--- src/rtl/vol_meter_ph.sv ---
// vol_meter_ph: windowed peak level meter with decay smoothing and peak-hold marker.
//
// Takes the maximum of WINDOW accepted sample magnitudes, quantises it to LEVEL_W
// bits, smooths it with a per-window decay and drives an LED bar graph.
//
// Optional feature macro: VOL_PEAK_HOLD_EN
//   defined   -> peak-hold FSM (TRACK/HOLD/FALL), hold counter and bar marker
//   undefined -> peak_level follows disp_level and led is the plain bar
//
// Ports:
//   clk          system clock
//   rst_n        asynchronous active-low reset
//   clear        synchronous clear, same effect as reset, beats sample_valid
//   sample_valid in_wave is accepted this cycle
//   in_wave      unsigned sample magnitude
//   level        raw quantised peak of the last completed window
//   disp_level   smoothed (decaying) level
//   peak_level   held peak level
//   level_valid  one-cycle pulse when a window closes
//   led          bar graph with peak marker
module vol_meter_ph #(
    parameter int unsigned SAMPLE_W     = 10,
    parameter int unsigned WINDOW       = 2000,
    parameter int unsigned LEVEL_W      = 4,
    parameter int unsigned NUM_LEDS     = 12,
    parameter int unsigned DECAY_STEP   = 1,
    parameter int unsigned HOLD_WINDOWS = 8
) (
    input  logic                clk,
    input  logic                rst_n,
    input  logic                clear,
    input  logic                sample_valid,
    input  logic [SAMPLE_W-1:0] in_wave,
    output logic [LEVEL_W-1:0]  level,
    output logic [LEVEL_W-1:0]  disp_level,
    output logic [LEVEL_W-1:0]  peak_level,
    output logic                level_valid,
    output logic [NUM_LEDS-1:0] led
);

    localparam int unsigned CntW = (WINDOW > 2) ? $clog2(WINDOW) : 1;

    logic [CntW-1:0]     win_cnt_q, win_cnt_d;
    logic [SAMPLE_W-1:0] win_max_q, win_max_d;
    logic [LEVEL_W-1:0]  level_q, level_d;
    logic [LEVEL_W-1:0]  disp_q, disp_d;
    logic [LEVEL_W-1:0]  peak_q, peak_d;
    logic                valid_q, valid_d;
    logic [NUM_LEDS-1:0] led_q, led_d;

    logic [SAMPLE_W-1:0] m;
    logic [LEVEL_W-1:0]  q;
    logic [LEVEL_W-1:0]  decayed;
    int unsigned         lit_d, lit_p;

    // Number of bar segments lit for a given level.
    function automatic int unsigned lit(input logic [LEVEL_W-1:0] x);
        if (x == '0) begin
            return 0;
        end
        return ((32'(x) + 32'd1) * NUM_LEDS) >> LEVEL_W;
    endfunction

`ifdef VOL_PEAK_HOLD_EN
    localparam int unsigned HoldW = $clog2(HOLD_WINDOWS + 1);

    typedef enum logic [1:0] {StTrack, StHold, StFall} hold_state_e;

    hold_state_e      state_q, state_d;
    logic [HoldW-1:0] hold_cnt_q, hold_cnt_d;
    logic [LEVEL_W-1:0] peak_dec;
`endif

    assign m = (in_wave > win_max_q) ? in_wave : win_max_q;
    assign q = m[SAMPLE_W-1 -: LEVEL_W];

    always_comb begin
        win_cnt_d = win_cnt_q;
        win_max_d = win_max_q;
        level_d   = level_q;
        disp_d    = disp_q;
        peak_d    = peak_q;
        valid_d   = 1'b0;
        led_d     = led_q;
        decayed   = '0;
        lit_d     = 0;
        lit_p     = 0;
`ifdef VOL_PEAK_HOLD_EN
        state_d    = state_q;
        hold_cnt_d = hold_cnt_q;
        peak_dec   = '0;
`endif

        if (clear) begin
            win_cnt_d = '0;
            win_max_d = '0;
            level_d   = '0;
            disp_d    = '0;
            peak_d    = '0;
            led_d     = '0;
`ifdef VOL_PEAK_HOLD_EN
            state_d    = StTrack;
            hold_cnt_d = '0;
`endif
        end else if (sample_valid) begin
            if (win_cnt_q == CntW'(WINDOW - 1)) begin
                win_cnt_d = '0;
                win_max_d = '0;
                level_d   = q;
                valid_d   = 1'b1;

                // Saturating decay, never below the fresh window level.
                if (32'(disp_q) > DECAY_STEP) begin
                    decayed = LEVEL_W'(32'(disp_q) - DECAY_STEP);
                end
                disp_d = (q >= disp_q) ? q : ((q > decayed) ? q : decayed);

`ifdef VOL_PEAK_HOLD_EN
                unique case (state_q)
                    StTrack: begin
                        if (disp_d >= peak_q) begin
                            peak_d = disp_d;
                        end else begin
                            state_d    = StHold;
                            hold_cnt_d = HoldW'(1);
                        end
                    end
                    StHold: begin
                        if (disp_d >= peak_q) begin
                            peak_d  = disp_d;
                            state_d = StTrack;
                        end else if (hold_cnt_q == HoldW'(HOLD_WINDOWS)) begin
                            state_d = StFall;
                        end else begin
                            hold_cnt_d = hold_cnt_q + HoldW'(1);
                        end
                    end
                    default: begin
                        // In FALL peak is strictly above disp, so peak >= 1 here.
                        peak_dec = peak_q - LEVEL_W'(1);
                        if (disp_d >= peak_q) begin
                            peak_d  = disp_d;
                            state_d = StTrack;
                        end else begin
                            peak_d = (disp_d > peak_dec) ? disp_d : peak_dec;
                            if (peak_d == disp_d) begin
                                state_d = StTrack;
                            end
                        end
                    end
                endcase
`else
                peak_d = disp_d;
`endif

                lit_d = lit(disp_d);
                lit_p = lit(peak_d);
                for (int i = 0; i < int'(NUM_LEDS); i++) begin
                    led_d[i] = (i < int'(lit_d));
`ifdef VOL_PEAK_HOLD_EN
                    if ((peak_d != '0) && (i == int'(lit_p) - 1)) begin
                        led_d[i] = 1'b1;
                    end
`endif
                end
            end else begin
                win_cnt_d = win_cnt_q + CntW'(1);
                win_max_d = m;
            end
        end
    end

    always_ff @(posedge clk or negedge rst_n) begin
        if (!rst_n) begin
            win_cnt_q <= '0;
            win_max_q <= '0;
            level_q   <= '0;
            disp_q    <= '0;
            peak_q    <= '0;
            valid_q   <= 1'b0;
            led_q     <= '0;
`ifdef VOL_PEAK_HOLD_EN
            state_q    <= StTrack;
            hold_cnt_q <= '0;
`endif
        end else begin
            win_cnt_q <= win_cnt_d;
            win_max_q <= win_max_d;
            level_q   <= level_d;
            disp_q    <= disp_d;
            peak_q    <= peak_d;
            valid_q   <= valid_d;
            led_q     <= led_d;
`ifdef VOL_PEAK_HOLD_EN
            state_q    <= state_d;
            hold_cnt_q <= hold_cnt_d;
`endif
        end
    end

    assign level       = level_q;
    assign disp_level  = disp_q;
    assign peak_level  = peak_q;
    assign level_valid = valid_q;
    assign led         = led_q;

endmodule

--- config.mk ---
export PLATFORM = sky130hd
export DESIGN_NAME = vol_meter_ph
export DESIGN_NICKNAME = d
export VERILOG_FILES = /design/src/rtl/vol_meter_ph.sv
export SDC_FILE = /design/constraint.sdc
export NUM_CORES = 1
export LEC_CHECK = 0
export ABC_AREA = 1
export CAP_MARGIN = 20
export CORE_MARGIN = 4
export CORE_UTILIZATION = 45
export DETAILED_ROUTE_END_ITERATION = 10
export PLACE_DENSITY = 0.77
export SLEW_MARGIN = 40
export SYNTH_ARGS = -nofsm -noshare
export SYNTH_HDL_FRONTEND = slang
export SYNTH_SLANG_ARGS = --single-unit
--- constraint.sdc ---
create_clock -name clk -period 9.2 [get_ports clk]
set_input_delay 1.84 -clock clk [delete_from_list [all_inputs] [get_ports clk]]
set_output_delay 1.84 -clock clk [all_outputs]
set_load 0.05 [all_outputs]
==> run metrics, run 1 <==
outcome finished clean; Resized cells post-CTS 0; Max stage delay on crit path 0.43 ns; switching pwr 0.2793 mW; Post-CTS Setup Inserts 0; minimum clock period after layout about 6.4 ns; Mapped Cells 368; antenna viol nets, final 0; cts bufs inserted 5; TNS Setup 0 ns; Crit-path slowest cell clkdlybuf4s50_1; worst reg-to-reg path cell count 36; cell area power density 193.1 nW/um^2; final wirelength just over 6 mm; main combinational cell family by area after synthesis simple AND/OR/NAND/NOR gates; WP data required 9.38 ns; vias in the first global route approximately 2400; Post-CTS Hold Fix Bufs 0; Adder-Cell Fraction of Synth Area 11.77%; Fillers between 500 and 600; die area a little under 8000 um^2; hold path cells 2; Clock Latency Late Sink 0.29 ns; Slew Limit Headroom 64.51%; initial cell density of the core 46.19%; most frequent CP cell inv_1; Max Fclk 0.1575 GHz; Remaining Overflow, GRT 0; post-synth cell types 35; Detailed Route Iter0 Violations 110; drt wl/cell about 13 um; CP Depth 36; Max Slew Vio Count 0; final antenna diode count 0; #FFs+latches synth between 40 and 50; Initial DRT Pass Iterations 4; Clock Root Buffer clkbuf_8; Simple-Gate Fraction of Synth Area about a third; Internal Power 0.3919 mW; Crit path arrival time 6.53 ns; clock sinks 42; part of the power in registers 29.8%; critical-path maximum fanout 7; Max Cap Viol 0; Final period util 69.03%; residual DRC count 0; pin count of the biggest net entering global routing 43; Core Rows 29; Critical Path Source Type input pin; Syn Area/Cell 7.970 um^2; H-tree Lvls 2; multiplexer share of the synthesized area 0%; Hold Vio Cnt, Final 0; Die Y 88.73 um; Logic pwr share 48.9%; Crit Path Category input pin to flop; area delta synth->final 18.52%; Worst-path clk slew 0.07 ns; placer's final routability congestion estimate 0.8615; # setup viols final 0; sum of buffers and inverters on the critical path 8; Mapped Area between 2000 and 3000 um^2; delay-heaviest family, CP simple AND/OR/NAND/NOR gates; syn_nets 409; # nets final approximately 450; first-pass GRT wire length 10.47 mm; Worst-Margin Slew 0.5307 ns; CTS max path bufs 2; leakage 1.719 nW; layout cells sized above 1 11.03%; Clk pwr share 21.3%; IO Pins 39; post-synthesis xor/xnor area fraction 2.090%; endpoint class of the critical path flop; clock skew roughly 0.011 ns; Hold WC Path Type flop to flop; initial antenna violation count 0; vias between 2000 and 2500; Power Total ~0.67 mW; total track usage 16.68%; worst vdd ir 0.1625 mV; port bufs 38; fin util between 50% and 60%; CTS tree done; sw frac 41.61%; post-synthesis sequential area ratio a little over a third; HPWL after DPL approximately 5 mm; vias per cell 5.144; compound-cell area share of the yosys netlist 8.319%; die width 88.73 um; RSZ-0062 raised after global routing no; core area between 6000 and 7000 um^2; Ys Warns 0
## cell usage after synthesis
cell type	count	share of area, %
nand2_1	82	10
inv_1	59	7.6
dfrtp_1	42	36
ha_1	26	11
nor2_1	25	3.2
nand3_1	23	3.9
o22ai_1	15	3.2
a21oi_1	12	2.0
nand2_2	9	1.9
o21ai_0	9	1.5
nand2_4	7	2.7
nand4_1	7	1.5
nand3_2	6	2.0
nor3_1	6	1.0
xor2_1	5	1.5
buf_4	4	1.0
inv_2	4	0.51
nor2_4	4	1.5
nand3b_1	3	0.77
clkbuf_1	2	0.26
nand3_4	2	1.2
nor2_2	2	0.43
xnor2_1	2	0.60
a21oi_2	1	0.30
a21oi_4	1	0.55
and2_1	1	0.21
clkinv_1	1	0.13
fa_1	1	0.68
nand4_4	1	0.73
nor3b_2	1	0.43
nor4_1	1	0.21
o211ai_1	1	0.26
o21a_1	1	0.26
o21ai_1	1	0.17
or2_1	1	0.21
## metrics by stage
stage | instance area [um^2] | worst slack, ns | instances | hold slack [ns]
floorplan | 2933 | 3.428 | 368 | 0.4753
global placement | 3367 | 2.666 | 477 | 0.4655
detailed placement | 3369 | 2.534 | 477 | 0.4649
CTS | 3476 | 2.832 | 485 | 0.4855
global route | 3476 | 2.401 | 485 | 0.5128
finish | 3476 | 2.849 | 485 | 0.4826
## cells by family (layout without fill, tap and decap cells)
logic type      after synthesis  count (layout)
flops                        42              42
simple gates                181             181
buf+inv                      70             110
fa+ha+maj                    27              27
compound gates               41              41
xor+xnor                      7               7
## cell usage in the layout (no fill, tap or decap)
cell             instances
buf_4                    1
bufinv_16                1
nand3_1                 23
clkbuf_8                 5
o21a_1                   1
nor3_1                   6
nand3_2                  6
nor2_4                   4
inv_2                    4
or2_1                    1
dfrtp_1                 42
clkbuf_1                 2
nand2_2                  9
nand4_1                  7
a21oi_1                 12
nor2_2                   2
clkdlybuf4s50_1         37
o21ai_1                  1
nand3_4                  2
nor2_1                  25
o22ai_1                 15
o21ai_0                  9
nor3b_2                  1
xor2_1                   5
xnor2_1                  2
nor4_1                   1
and2_1                   1
a21oi_2                  1
a21oi_4                  1
nand2_1                 82
ha_1                    26
nand3b_1                 3
o211ai_1                 1
fa_1                     1
nand4_4                  1
nand2_4                  7
inv_1                   59
clkinv_1                 1
## power groups by stage
stage	Combinational (mW)	Sequential (mW)	Clock, mW
after floorplan	0.261	0.202	0
after global routing	0.371	0.201	0.153
after global placement	0.314	0.203	0
final	0.328	0.200	0.143
after detailed placement	0.326	0.204	0
after CTS	0.328	0.200	0.146
## state kept, by name (all words and copies together) (netlist names)
name / count
win_max_q: 10
level_valid: 1
level: 4
win_cnt_q: 11
led: 12
peak_level: 4
## layout make-up
| cell class | instances | area [um^2] | share of cell area (%) |
|---|---|---|---|
| flip-flops and latches | 42 | 1051 | 30.24 |
| clock inverters | 1 | 30.03 | 0.8639 |
| repair buffers | 38 | 377.9 | 10.87 |
| multi-input cells | 256 | 1604 | 46.15 |
| inverters | 64 | 240.2 | 6.911 |
| well taps | 77 | 96.34 | 2.772 |
| clock buffers | 7 | 76.32 | 2.196 |
## routing by layer
layer | vias up | track usage [%] | routed length (um)
met2 | 46 | 27.87 | 2986
met4 | 0 | 3.709 | 55
met1 | 1183 | 22.49 | 2916
li1 | 1261 | - | -
met3 | 5 | 3.073 | 241
met5 | - | 0 | 0
## worst register-to-register path: cells and delay by family, from the launching register on
family | cells | cell delay, ns
compound gates | 3 | 0.34
xor+xnor | 1 | 0.22
fa+ha+maj | 3 | 0.91
buf+inv | 8 | 0.60
flops | 1 | 0.36
simple gates | 21 | 2.29
## worst paths after layout
check / from / to / slack (ns)
min in group asynchronous: rst_n / win_max_q[3]$_DFFE_PN0P_ / 1.52
max in group asynchronous: rst_n / led[6]$_DFFE_PN0P_ / 7.30
setup reg to reg: win_max_q[9]$_DFFE_PN0P_ / led[4]$_DFFE_PN0P_ / 4.39
setup / recovery: in_wave[9] / led[4]$_DFFE_PN0P_ / 2.85
hold reg to reg: led[4]$_DFFE_PN0P_ / led[4]$_DFFE_PN0P_ / 0.48
hold / removal: led[4]$_DFFE_PN0P_ / led[4]$_DFFE_PN0P_ / 0.48
Power figures use the tool's default switching activity.
==> run 2, diff against run 1 <==
==> constraint.sdc (replaced) <==
create_clock -name clk -period 6.7 [get_ports clk]
set_input_delay 1.34 -clock clk [delete_from_list [all_inputs] [get_ports clk]]
set_output_delay 1.34 -clock clk [all_outputs]
set_load 0.05 [all_outputs]
==> run metrics, run 2 (synthesis gave the netlist of run 1 again) <==
Worst-Margin Slew 0.5314 ns (+0.0007035 ns); placer's final routability congestion estimate 0.8616 (about the same); Initial DRT Pass Iterations 4 (unchanged); first-pass GRT wire length 10.98 mm (+4.8%); commonest non-fill, non-tap cell in the layout nand2_1; r2r endpoint led[4]$_DFFE_PN0P_; residual DRC count 0 (unchanged); Finished Cell Area 3482 um^2 (+0.18%); critical-path maximum fanout 7 (unchanged); drt wl/cell 13.14 um (+2.8%); die width 88.73 um (unchanged); Detailed Route Iter0 Violations 145 (+32%); die area 7873 um^2 (unchanged); Resized cells post-CTS 0 (unchanged); Max Slew Vio Count 0 (unchanged); Crit. Startpoint in_wave[9]; Reg-to-Reg Start win_max_q[9]$_DFFE_PN0P_; initial antenna violation count 0 (unchanged); antenna viol nets, final 0 (unchanged); CTS tree done; number of flip-flops in the largest register 12 (unchanged); Crit-path slowest cell clkdlybuf4s50_1; IO Pins 39 (unchanged); Slew Limit Headroom 64.46% (about the same); cts bufs inserted 5 (unchanged); clock skew 0.005219 ns (-0.005318 ns); Worst-path clk slew 0.08 ns (about the same); leakage 1.725 nW (+0.35%); # nets final 448 (unchanged); # setup viols final 0 (unchanged); Critical Path End led[4]$_DFFE_PN0P_; Max Fclk 0.1708 GHz; Core Rows 29 (unchanged); most frequent CP cell inv_1; vias 2496 (+0.040%); Critical Path Source Type input pin; fin util 54.84% (+0.099 points); port bufs 38 (unchanged); RSZ-0062 raised after global routing no; Post-CTS Setup Inserts 0 (unchanged); HPWL after DPL 4.969 mm (+2.1%); total track usage 17.61% (+0.94 points); Clock Root Buffer clkbuf_8; vias per cell 5.146 (about the same); core area 6350 um^2 (unchanged); Crit path arrival time 6.04 ns (-0.49 ns); Hold Vio Cnt, Final 0 (unchanged); Area after DPL 3369 um^2 (unchanged); worst reg-to-reg setup slack 1.88 ns (-2.51 ns); Max Cap Viol 0 (unchanged); WP data required 6.89 ns (-2.49 ns); initial cell density of the core 46.19% (unchanged); Crit Path Category input pin to flop; Post-CTS Hold Fix Bufs 0 (unchanged); layout cells sized above 1 11.52% (+0.49 points); final wirelength 6.372 mm (+2.8%); H-tree Lvls 2 (unchanged); TNS Setup 0 ns (unchanged); Final period util 87.39%; Hold WC Path Type flop to flop; worst vdd ir 0.2121 mV (+31%); final antenna diode count 0 (unchanged); area delta synth->final 18.73%; vias in the first global route 2450 (+4.1%); Max stage delay on crit path 0.43 ns (about the same); Die Y 88.73 um (unchanged); most frequent cells in the layout nand2_1, inv_1, dfrtp_1, clkdlybuf4s50_1, ha_1; CTS max path bufs 2 (unchanged); minimum clock period after layout 5.855 ns; clock sinks 42 (unchanged); Clock Latency Late Sink 0.29 ns (about the same); outcome finished clean; cell area power density 268.1 nW/um^2 (+39%); endpoint class of the critical path flop; Remaining Overflow, GRT 0 (unchanged); worst reg-to-reg path cell count 36 (unchanged); pin count of the biggest net entering global routing 43 (unchanged)
==> run 2: cell types whose count changed in the layout (fill, tap and decap cells not counted), sizes merged <==
cell and delta:
inv +1, clkbuf -2, clkinv +1
==> run 2: how the worst min path moves through the flow <==
stage	startpoint	endpoint	slack, ns	cells past startpoint
6_report	led[8]$_DFFE_PN0P_	led[8]$_DFFE_PN0P_	0.48	2
5_1_grt	led[8]$_DFFE_PN0P_	led[8]$_DFFE_PN0P_	0.51	2
4_1_cts	led[8]$_DFFE_PN0P_	led[8]$_DFFE_PN0P_	0.49	2
3_5_place_dp	led[5]$_DFFE_PN0P_	led[5]$_DFFE_PN0P_	0.46	2
3_3_place_gp	led[8]$_DFFE_PN0P_	led[8]$_DFFE_PN0P_	0.47	2
2_1_floorplan	win_cnt_q[1]$_DFFE_PN0P_	win_cnt_q[1]$_DFFE_PN0P_	0.48	2
==> run 2: critical path, delay by kind of cell <==
family / cells / cell delay, ns
fa+ha+maj: 3 / 0.97
buf+inv: 8 / 0.89
simple gates: 21 / 2.30
compound gates: 3 / 0.34
xor+xnor: 1 / 0.22
==> run 2: per-stage QoR <==
stage / hold WS, ns / instances / total power [mW] / setup WS, ns
floorplan: 0.4753 / 368 / 0.6355 / 1.428
CTS: 0.4873 / 485 / 0.9393 / 0.8116
detailed placement: 0.4649 / 477 / 0.7321 / 0.5056
finish: 0.4824 / 485 / 0.9335 / 0.8446
global route: 0.5092 / 485 / 1.012 / 0.3386
global placement: 0.4655 / 477 / 0.7106 / 0.6667
==> run 2: power by group <==
group	switching, mW	internal, mW	total, mW	leakage [nW]
Clock	0.0921	0.112	0.204	0.0585
Sequential	0.00766	0.267	0.275	0.577
Combinational	0.297	0.158	0.455	1.09
Total	0.397	0.537	0.933	1.73
==> run 2: area by class of cell <==
class / instances / area [um^2]
clock inverters: 3 / 43.79
repair buffers: 38 / 377.9
inverters: 64 / 240.2
fillers: 568 / 2868
well taps: 77 / 96.34
multi-input cells: 256 / 1604
flip-flops and latches: 42 / 1051
clock buffers: 5 / 68.82
==> run 2: routing by layer <==
metal / up-vias / share of wire (%) / global-route usage, % / wire, um
met2: 54 / 49 / 30.50 / 3122
met5: - / 0 / 0 / 0
met4: 0 / 1.4 / 4.258 / 87
met3: 6 / 4.4 / 3.259 / 279
li1: 1269 / - / - / -
met1: 1167 / 45 / 22.67 / 2883
